### src/rtl/ps2_pkg.sv
// Shared types and frame helper for the PS/2 device-to-host transmitter.
package ps2_pkg;

  typedef enum logic [1:0] {
    IDLE,
    BIT_HI,
    BIT_LO,
    GAP
  } ps2State_e;

  localparam int PS2_FRAME_BITS = 11;

  // Frame is sent LSB first: start(0), data[0..7], odd parity, stop(1).
  function automatic logic [PS2_FRAME_BITS-1:0] ps2Frame(input logic [7:0] data);
    return {1'b1, ~^data, data, 1'b0};
  endfunction

endpackage

### src/rtl/ps2_kbd_tx.sv
// Serialises scancode bytes into PS/2 device-to-host frames on idle-high clock/data lines.
module ps2_kbd_tx
  import ps2_pkg::*;
#(
  parameter int HALF_DIV = 2000,
  parameter int GAP_DIV  = 4000
) (
  input  logic       clk,
  input  logic       n_reset,
  input  logic [7:0] tx_data,
  input  logic       tx_valid,
  output logic       tx_ready,
  output logic       ps2_clk,
  output logic       ps2_data,
  output logic       busy
);

  localparam logic [15:0] HALF_LAST = 16'(HALF_DIV - 1);
  localparam logic [15:0] GAP_LAST  = 16'(GAP_DIV - 1);
  localparam logic [3:0]  LAST_BIT  = 4'(PS2_FRAME_BITS - 1);

  ps2State_e                 state_q;
  logic [PS2_FRAME_BITS-1:0] shift_q;
  logic [3:0]                bitCnt_q;
  logic [15:0]               div_q;
  logic                      ps2Clk_q;
  logic                      ps2Data_q;
  logic                      ready_q;
  logic                      busy_q;

  always_ff @(posedge clk or negedge n_reset) begin
    if (!n_reset) begin
      state_q   <= IDLE;
      shift_q   <= '0;
      bitCnt_q  <= '0;
      div_q     <= '0;
      ps2Clk_q  <= 1'b1;
      ps2Data_q <= 1'b1;
      ready_q   <= 1'b1;
      busy_q    <= 1'b0;
    end else begin
      case (state_q)
        IDLE: begin
          if (tx_valid) begin
            shift_q   <= ps2Frame(tx_data);
            bitCnt_q  <= '0;
            div_q     <= '0;
            ps2Data_q <= 1'b0;
            ready_q   <= 1'b0;
            busy_q    <= 1'b1;
            state_q   <= BIT_HI;
          end
        end
        BIT_HI: begin
          ps2Data_q <= shift_q[0];
          if (div_q == HALF_LAST) begin
            div_q    <= '0;
            ps2Clk_q <= 1'b0;
            state_q  <= BIT_LO;
          end else begin
            div_q <= div_q + 16'd1;
          end
        end
        BIT_LO: begin
          if (div_q == HALF_LAST) begin
            div_q    <= '0;
            ps2Clk_q <= 1'b1;
            if (bitCnt_q == LAST_BIT) begin
              ps2Data_q <= 1'b1;
              state_q   <= GAP;
            end else begin
              // Next bit goes onto the line together with the rising clock.
              shift_q   <= shift_q >> 1;
              ps2Data_q <= shift_q[1];
              bitCnt_q  <= bitCnt_q + 4'd1;
              state_q   <= BIT_HI;
            end
          end else begin
            div_q <= div_q + 16'd1;
          end
        end
        GAP: begin
          if (div_q == GAP_LAST) begin
            div_q   <= '0;
            ready_q <= 1'b1;
            busy_q  <= 1'b0;
            state_q <= IDLE;
          end else begin
            div_q <= div_q + 16'd1;
          end
        end
        default: state_q <= IDLE;
      endcase
    end
  end

  assign tx_ready = ready_q;
  assign busy     = busy_q;
  assign ps2_clk  = ps2Clk_q;
  assign ps2_data = ps2Data_q;

endmodule

### config.mk
export PLATFORM = sky130hd
export DESIGN_NAME = ps2_kbd_tx
export DESIGN_NICKNAME = d
export VERILOG_FILES = /design/src/rtl/ps2_pkg.sv /design/src/rtl/ps2_kbd_tx.sv
export SDC_FILE = /design/constraint.sdc
export NUM_CORES = 1
export LEC_CHECK = 0
export ABC_CLOCK_PERIOD_IN_PS = 1900
export CORE_MARGIN = 2
export CORE_UTILIZATION = 40
export DETAILED_ROUTE_END_ITERATION = 10
export GPL_TIMING_DRIVEN = 0
export PLACE_DENSITY = 0.65
export SLEW_MARGIN = 20
export SYNTH_ARGS = -nofsm -noshare
export SYNTH_HDL_FRONTEND = slang
export SYNTH_SLANG_ARGS = --single-unit
### constraint.sdc
create_clock -name clk -period 1.9 [get_ports clk]
set_input_delay 0.38 -clock clk [delete_from_list [all_inputs] [get_ports clk]]
set_output_delay 0.38 -clock clk [all_outputs]
set_load 0.005 [all_outputs]
==> impl_results.md <==
- Status: finished, final reports clean
- #FFs+latches synth: 37
- Die width: 76.1 µm
- Hold Path Depth: 2
- Sw frac: 38.5%
- Avg Cell Area, Syn: 9.95 µm²
- DRT iter0 DRCs: 40
- Post-Synthesis Cell Area: 2080 µm²
- HPWL after detailed placement: 2.86 mm
- TritonCTS Buffers: 5
- DRT antenna net count: 0
- Reg clk slew, reported paths: 0.07 ns
- Post-route insts no fill: 312
- Filler Cells Inserted: 497
- Overflow after GRT: 0
- # H-tree levels: 2
- Worst setup SP type: register
- Drt total wl: 4.04 mm
- Vias in the first global route: 1550
- Mapped Nets: 228
- Nets@finish: 260
- Die ar.: 5790 µm²
- Clk_lat worst skew: 0.28 ns
- Pwr/cell area: 1300 nW/µm²
- DR vias: 1579
- Initial Util: 41.0%
- Post-synth EDFFs: 0
- GP Congestion: 0.786
- Clock tree sinks: 37
- F_max: 553 MHz
- Actual slew at the worst max-slew pin: 0.341 ns
- Worst r2r src: div_q[0]
- Core area: 5070 µm²
- Placed cells: 294
- Top cell type's share of synthesized area: 40.9%
- Reg area: 930 µm²
- Slew HR: 77.2%
- Flop2flop setup slack: 0.09 ns
- Min Tclk post-route: 1.81 ns
- Antenna violations before repair: 0
- Top post-synthesis cells by count: dfrtp_1, nand2_1, nor2_1, xnor2_1, o21ai_0
- # rows: 26
- Final count of hold timing violations: 0
- Area leader, netlist: dfrtp_1
- Max cap viols: 0
- I/O pins: 15
- I/O Buffers: 14
- Most common cell in the synthesized netlist: dfrtp_1
- Worst Hold Class: register to register
- TritonRoute pass-1 iters: 4
- Sequential-to-total area share from yosys stat: 44.7%
- Diodes inserted: 0
- Synth unique cells: 48
- Area growth syn-to-layout: 22.5%
- Data arrival, critical path: 2.02 ns
- Drc violations: 0
- Reg-to-Reg End: div_q[9]
- Crit Path Max Fanout: 10
- Hold Path Sink: shift_q[4]
- Largest net degree at the start of global routing: 27
- Synth Flop Type: dfrtp_1
- P_sw: 1.28 mW
- First-pass GRT wire length: 7.04 mm
- R2r worst-path depth: 8
- CP Class: register to register
- Leakage: 1.07 nW
- CTS tree: done
- Req. time, crit path: 2.11 ns
- Vias per cell: 5.06
- Slew Viols, Final: 0
- Internal power: 2.04 mW
- Combinational Power Share: 49.1%
- Global Route Usage Sum: 14.7%
- Final Util: 50.2%
- Wire per inst: 12.9 µm
- Ratio of final minimum period to clock period: 95.2%
- Seq pwr share: 35.1%
- Worst ir drop on vdd: 972 µV
- Area contributors post-synth: dfrtp_1, xnor2_1, nand2_1
- Hold path start: shift_q[4]
- DIE HEIGHT: 76.1 µm
- Skew final: 0.00469 ns
- Cells after Synth: 209
- Clock network power share: 15.8%
- Multi-input gate area: 1140 µm²
- Worst setup EP type: register
- Synth Warn #: 0
- Async S/R FF share, synth: 100%
- Share of layout cells above drive strength 1: 19.0%
- CTS root buffer: clkbuf_8
- Final setup fails: 0
- Clock Tree Buf Depth: 2
[placed cells by master, fill, tap and decap left out, types with 2 or more instances in the layout]
cell type        Yosys  layout
inv_1                6       5
nor3_2               0       2
o21ai_0             13      13
o21ai_1              6       6
nand2b_1             2       2
nor4_2               0       2
ha_1                 8       6
a21o_1               4       4
dfrtp_1             34      34
buf_6                3       3
nand4_1              4       4
clkdlybuf4s50_1      0      13
clkbuf_1             1       3
nor3_1               4       2
mux2_2               2       2
a31oi_1              3       3
mux2i_1              9       9
nor2_1              16      16
nor4_1               4       2
nand3_1              6       6
dfstp_2              3       3
ha_4                 0       2
xnor2_1             16      16
clkbuf_8             0       5
a21oi_1              4       4
buf_4                0      11
xor2_1               3       3
buf_2                3       3
nand2_1             30      30
[critical path, stage by stage, from the launching register on]
cell	delay, ns
dfrtp_1	0.42
ha_4	0.19
and4b_2	0.27
nand4b_4	0.11
buf_6	0.14
nand2_1	0.07
a22o_2	0.26
buf_6	0.15
nor2_1	0.11
[repair_timing]
item / CTS / global route
endpoints found under the setup margin: 24 / 30
hold buffers: 1 / 0
resized for setup: 6 / 13
cloned: 0 / 0
hold endpoints to repair: 10 / 0
buffers inserted: 2 / 7
pin swaps: 4 / 5
[worst max-delay path by stage]
| stage | startpoint | endpoint |
|---|---|---|
| floorplan | state_q[0] | div_q[15] |
| global placement | n_reset | state_q[0] |
| detailed placement | tx_valid | div_q[13] |
| CTS | state_q[0] | div_q[11] |
| global route | div_q[12] | div_q[10] |
| finish | div_q[0] | div_q[9] |
[layout make-up]
cell class	instances	share of cell area [%]
multi-input cells	159	44.6
plain buffers	7	2.31
flip-flops and latches	37	36.5
well taps	70	3.44
clock buffers	8	3.14
repair buffers	25	9.14
inverters	6	0.884
[stage by stage]
step / TNS, ns / hold WS [ns] / cell area (µm²) / setup WS (ns) / power [mW]
6_report: 0 / 0.489 / 2550 / 0.0909 / 3.32
5_1_grt: -0.268 / 0.513 / 2550 / -0.0336 / 3.59
4_1_cts: -0.0479 / 0.495 / 2450 / -0.0362 / 3.20
3_5_place_dp: -3.16 / 0.290 / 2320 / -0.240 / 2.62
3_3_place_gp: -18.82 / 0.463 / 2310 / -0.459 / 2.58
2_1_floorplan: 0 / 0.0844 / 2080 / 0.165 / 2.21
[power by group through the flow]
stage / Combinational, mW / Sequential, mW / Clock [mW]
after detailed placement: 1.43 / 1.18 / 0
after floorplan: 1.06 / 1.15 / 0
after global placement: 1.40 / 1.18 / 0
final: 1.63 / 1.17 / 0.524
after CTS: 1.48 / 1.17 / 0.548
after global routing: 1.82 / 1.19 / 0.581
[flip-flops by register name (all words and copies together), names as in the netlist]
register and count:
div_q 16, shift_q 11, bitCnt_q 4, state_q 2
busy 1, ps2_clk 1, ps2_data 1, tx_ready 1
[logic make-up after synthesis]
logic type      Yosys count  share of synthesized area, %
flops                    37                          44.7
simple gates             80                          20.8
mux                      11                          5.42
xor+xnor                 19                          8.00
compound gates           41                          12.7
buf+inv                  13                          3.61
fa+ha+maj                 8                          4.81
[metal layers]
layer  wire length, µm  vias up  part of all wire, %  GRT usage (%)
li1                  -      804                    -              -
met1              1990      746                   49           19.6
met2              1880       25                   47           24.2
met3               131        4                  3.2           3.32
met4                36        0                 0.89           3.82
met5                 0        -                    0              0
Note: power is estimated with default switching activity, not from simulation.
